$ cat src/rtl/sysbus_nslave.sv
// Single-master data bus: decodes the master address into one of NSLAVE regions, forwards the
// access with a request/ready handshake and returns read data, with an error on decode miss or timeout.
module sysbus_nslave #(
  parameter int WIDTH      = 32,
  parameter int NSLAVE     = 4,
  parameter int REGIONBITS = 20,
  parameter int TIMEOUT    = 15
) (
  input  logic                    clk,
  input  logic                    nrst,
  input  logic                    mreq,
  input  logic                    mwrite,
  input  logic [WIDTH-1:0]        maddr,
  input  logic [WIDTH-1:0]        mwdata,
  output logic                    mready,
  output logic                    merr,
  output logic [WIDTH-1:0]        mrdata,
  output logic [NSLAVE-1:0]       ssel,
  output logic                    swrite,
  output logic [WIDTH-1:0]        saddr,
  output logic [WIDTH-1:0]        swdata,
  input  logic [NSLAVE-1:0]       sready,
  input  logic [NSLAVE*WIDTH-1:0] srdata
);

  localparam int RW = WIDTH - REGIONBITS;

  typedef enum logic [1:0] {
    IDLE   = 2'd0,
    ACCESS = 2'd1,
    RESP   = 2'd2
  } state_t;

  state_t             state_q, state_d;
  logic [7:0]         cnt_q, cnt_d;
  logic [NSLAVE-1:0]  ssel_q, ssel_d;
  logic               swrite_q, swrite_d;
  logic [WIDTH-1:0]   saddr_q, saddr_d;
  logic [WIDTH-1:0]   swdata_q, swdata_d;
  logic               mready_q, mready_d;
  logic               merr_q, merr_d;
  logic [WIDTH-1:0]   mrdata_q, mrdata_d;

  logic [RW-1:0]      region;
  logic               hit;
  logic [NSLAVE-1:0]  onehot;
  logic               sel_ready;
  logic [WIDTH-1:0]   sel_rdata;
  logic [7:0]         cnt_inc;
  logic               timeout;

  // Address decode of the live master inputs; only used on the IDLE sample edge.
  always_comb begin
    region = maddr[WIDTH-1:REGIONBITS];
    hit    = 32'(region) < 32'(NSLAVE);
    onehot = '0;
    for (int i = 0; i < NSLAVE; i++) begin
      onehot[i] = (32'(region) == 32'(i));
    end
  end

  // The registered one-hot select masks out ready/data from every other slave.
  always_comb begin
    sel_ready = |(sready & ssel_q);
    sel_rdata = '0;
    for (int i = 0; i < NSLAVE; i++) begin
      if (ssel_q[i]) sel_rdata = sel_rdata | srdata[i*WIDTH +: WIDTH];
    end
  end

  // cnt_inc counts ACCESS cycles including the current one, so ACCESS lasts at most TIMEOUT cycles.
  always_comb begin
    cnt_inc = cnt_q + 8'd1;
    timeout = (cnt_inc == 8'(TIMEOUT));
  end

  always_comb begin
    state_d  = state_q;
    cnt_d    = cnt_q;
    ssel_d   = ssel_q;
    swrite_d = swrite_q;
    saddr_d  = saddr_q;
    swdata_d = swdata_q;
    mready_d = 1'b0;
    merr_d   = 1'b0;
    mrdata_d = '0;
    case (state_q)
      IDLE: begin
        cnt_d = '0;
        if (mreq) begin
          if (hit) begin
            state_d                    = ACCESS;
            ssel_d                     = onehot;
            swrite_d                   = mwrite;
            saddr_d                    = '0;
            saddr_d[REGIONBITS-1:0]    = maddr[REGIONBITS-1:0];
            swdata_d                   = mwdata;
          end else begin
            state_d  = RESP;
            mready_d = 1'b1;
            merr_d   = 1'b1;
          end
        end
      end
      ACCESS: begin
        cnt_d = cnt_inc;
        if (sel_ready || timeout) begin
          // Ready wins over a coincident timeout.
          state_d  = RESP;
          mready_d = 1'b1;
          merr_d   = !sel_ready;
          mrdata_d = (sel_ready && !swrite_q) ? sel_rdata : '0;
          ssel_d   = '0;
          swrite_d = 1'b0;
          saddr_d  = '0;
          swdata_d = '0;
        end
      end
      RESP: begin
        cnt_d   = '0;
        state_d = IDLE;
      end
      default: begin
        state_d  = IDLE;
        cnt_d    = '0;
        ssel_d   = '0;
        swrite_d = 1'b0;
        saddr_d  = '0;
        swdata_d = '0;
      end
    endcase
  end

  always_ff @(posedge clk) begin
    if (!nrst) begin
      state_q  <= IDLE;
      cnt_q    <= '0;
      ssel_q   <= '0;
      swrite_q <= 1'b0;
      saddr_q  <= '0;
      swdata_q <= '0;
      mready_q <= 1'b0;
      merr_q   <= 1'b0;
      mrdata_q <= '0;
    end else begin
      state_q  <= state_d;
      cnt_q    <= cnt_d;
      ssel_q   <= ssel_d;
      swrite_q <= swrite_d;
      saddr_q  <= saddr_d;
      swdata_q <= swdata_d;
      mready_q <= mready_d;
      merr_q   <= merr_d;
      mrdata_q <= mrdata_d;
    end
  end

  assign ssel   = ssel_q;
  assign swrite = swrite_q;
  assign saddr  = saddr_q;
  assign swdata = swdata_q;
  assign mready = mready_q;
  assign merr   = merr_q;
  assign mrdata = mrdata_q;

endmodule

$ cat config.mk
export PLATFORM = sky130hd
export DESIGN_NAME = sysbus_nslave
export DESIGN_NICKNAME = d
export VERILOG_FILES = /design/src/rtl/sysbus_nslave.sv
export SDC_FILE = /design/constraint.sdc
export NUM_CORES = 1
export LEC_CHECK = 0
export CAP_MARGIN = 20
export CORE_ASPECT_RATIO = 0.5
export CORE_MARGIN = 5
export CORE_UTILIZATION = 36
export CTS_BUF_LIST = sky130_fd_sc_hd__clkbuf_2
export DETAILED_ROUTE_END_ITERATION = 16
export PLACE_DENSITY = 0.82
export SLEW_MARGIN = 15
export SYNTH_ARGS = -nofsm -noshare
export SYNTH_HDL_FRONTEND = slang
export SYNTH_SLANG_ARGS = --single-unit
$ cat constraint.sdc
create_clock -name clk -period 2.07 [get_ports clk]
set_input_delay 0.3105 -clock clk [delete_from_list [all_inputs] [get_ports clk]]
set_output_delay 0.3105 -clock clk [all_outputs]
set_load 0.005 [all_outputs]
==> impl_metrics.yaml <==
cells_and_area:
  drive_gt1_frac: 0.09935
  utilization: 0.6346
  synthToLayoutAreaGrowth_pct: 74.56
  fin_area_sq_um: 7426
  regArea_sq_um: 2026
  fill_cells: 987
  fin_cells: 931
  nNetsFinal: 962
  multi_input_area_sq_um: 1953
global_routing:
  grt_max_degree: 35
  grt_usage: 0.2296
  grt_remaining_overflow: 0
  grt_pass1_wl_um: 25630
  first_global_vias: 4657
  antenna_found_initial: 1
sta:
  period_needed_ps: 1927
  holdWs_ps: 154.2
  period_share: 0.9311
  hold_viol: 0
  tightestPinTransition_ps: 507.4
  fin_worst_skew_ps: 37.85
  maxSlewViolCount: 0
  setup-tns-final_ps: 0
  fmax_ghz: 0.5188
  setup_viol: 0
  grt_setup_unrepaired: "false"
  slew_headroom: 0.6609
  setup_ws_ps: 142.6
floorplanning:
  die_y_um: 86.87
  core_sq_um: 11700
  initial_core_util: 0.3636
  io_pins: 303
  die-area_sq_um: 14220
  die_w_um: 163.7
  rows: 28
power_and_ir_drop:
  clkPwrFrac: 0.261
  worst_ir_drop_vdd_mv: 0.2252
  report.power.total_mw: 3.282
  power_density_nw_per_um2: 442.0
  total_leakage_power_nw: 2.504
  pwr-share-seq: 0.596
  sw_frac_of_total: 0.2479
  power.share.combinational: 0.142
  p_switching_mw: 0.8137
  p_int_mw: 2.469
drt:
  drt-total-wl_um: 17450
  via_per_inst: 5.055
  drc: 0
  ant_nets: 0
  dr.pass1.iters: 5
  dr.first_iter.drc_count: 346
  num_vias: 4706
  wl_per_cell_um: 18.74
placement:
  gp_congestion: 0.8276
  io_buffers: 290
  dp_slack_ps: -34.75
  placed_cells: 910
  dp_hpwl_um: 13410
  postPlaceCellArea_sq_um: 7286
logic_synthesis:
  synth-seq-cells: 101
  synth_area_sq_um: 4254
  synth_ff_type: "dfxtp_1"
  yosysWarnings: 0
  synth_top_area_cell: "dfxtp_1"
  yosysUniqueCellTypes: 35
  synthCells: 479
  ys_seq_area_frac: 0.4753
  synth_most_common_cell: "dfxtp_1"
  yosys-top-cells-count: "dfxtp_1, a22oi_1, nand2_1, nand3_1, a21oi_1"
  synth-edff-count: 0
  synth_area_leaders: "dfxtp_1, a22oi_1, nand3_1, o21ai_2, nand2_1"
  avgSynthCellArea_sq_um: 8.881
  synth_top_area_frac: 0.4753
  ys_async_sr_fraction: 0
clock_network:
  tritoncts: "yes"
  postCtsHoldBufs: 0
  clk_latency_ps: 580
  cts_made_buffers: 9
  htreeDepth: 3
  root_buffer: "clkbuf_2"
  clock-sinks: 101
  clk_pin_slew_worst_paths_ps: 280
  clockBufferDepth: 2
worst_setup_path:
  end_kind: "output pin"
  crit_buf_inv: 1
  critical_path.max_stage_delay_ps: 550
  cp.arrival_ps: 1620
  crit_path_start_kind: "flop"
  critPathTopFamily: "buffers and inverters"
  crit_chain: "clkdlybuf4s50_1"
  slowest_stage: "clkdlybuf4s50_1"
  critPathKind: "flop to output pin"
  cp.required_ps: 1760
  crit_fanout: 4
min_path:
  min_path_type: "input pin to flop"
job:
  timing.max_cap.violations: 0
status:
  status: "finished, final reports clean"
==> layout by cell type (no fill, tap or decap), types with 2 or more instances in the layout <==
cell type,netlist,routed
conb_1,1,12
a21oi_1,34,34
nor3b_1,2,2
o21ai_0,24,24
mux2i_1,3,3
inv_6,0,2
xnor2_1,2,2
o21ai_2,31,31
buf_4,13,22
and3_1,2,2
nand3_1,59,59
nor4_1,2,2
clkbuf_2,2,9
clkinv_2,0,2
nand2b_1,3,3
nor3_1,2,2
nand2_1,59,59
clkdlybuf4s50_1,0,289
xor2_1,4,4
ha_1,2,2
a22oi_1,65,65
dfxtp_1,101,100
buf_12,3,4
nand3b_1,3,3
clkinv_1,0,2
nor2_1,13,12
==> power groups by stage <==
stage               Combinational (mW)  Clock, mW  Sequential (mW)
floorplan                       0.0673          0             1.99
global placement                 0.456          0             1.99
detailed placement               0.462          0             1.99
CTS                              0.466      0.896             1.96
global route                     0.492      0.993             1.96
finish                           0.467      0.858             1.96
==> timing repair <==
action / CTS / global route
endpoints found under the hold margin: 0 / 0
buffers inserted: 1 / 3
setup endpoints to repair: 1 / 1
resized for setup: 2 / 3
==> layout make-up <==
| type | count | area share |
|---|---|---|
| Antenna cell | 1 | 0.0003370 |
| Clock buffer | 9 | 0.006066 |
| Clock inverter | 7 | 0.006234 |
| Inverter | 1 | 0.0005055 |
| Multi-Input combinational cell | 331 | 0.2630 |
| Sequential cell | 101 | 0.2728 |
| Tap cell | 165 | 0.02780 |
| Timing Repair Buffer | 316 | 0.4233 |
==> sequential cells by signal, summed over array words and instances (netlist names) <==
register  flops
state_q       2
ssel          4
saddr        20
mready        1
swrite        1
cnt_q         8
merr          1
mrdata       32
swdata       32
==> layer usage <==
layer | up-vias | GRT usage | wire [um]
li1 | 2251 | - | -
met1 | 2240 | 0.2740 | 6969
met2 | 187 | 0.4092 | 8983
met4 | 0 | 0.07610 | 369
met3 | 28 | 0.05721 | 1129
met5 | - | 0 | 0
==> cell families after synthesis <==
logic type | synth area share
XOR/XNOR | 0.01235
other | 0.0008815
AO/OA/AOI/OAI | 0.2524
multiplexers | 0.007059
flip-flops | 0.4753
AND/OR/NAND/NOR | 0.1665
buffers and inverters | 0.07970
adder cells (fa/ha/maj) | 0.005881
==> worst paths after layout <==
| path | from | to | slack [ps] | cells after the start |
|---|---|---|---|---|
| setup / recovery | ssel[2]$_SDFFE_PN0P_ | ssel[2] | 140 | 1 |
| setup reg to reg | cnt_q[0]$_SDFF_PN0_ | swdata[29]$_SDFFE_PN0P_ | 170 | 7 |
| hold / removal | nrst | mready$_SDFF_PN0_ | 150 | 3 |
| hold reg to reg | swdata[12]$_SDFFE_PN0P_ | swdata[12]$_SDFFE_PN0P_ | 480 | 2 |
Note: power is estimated with default switching activity, not from simulation.
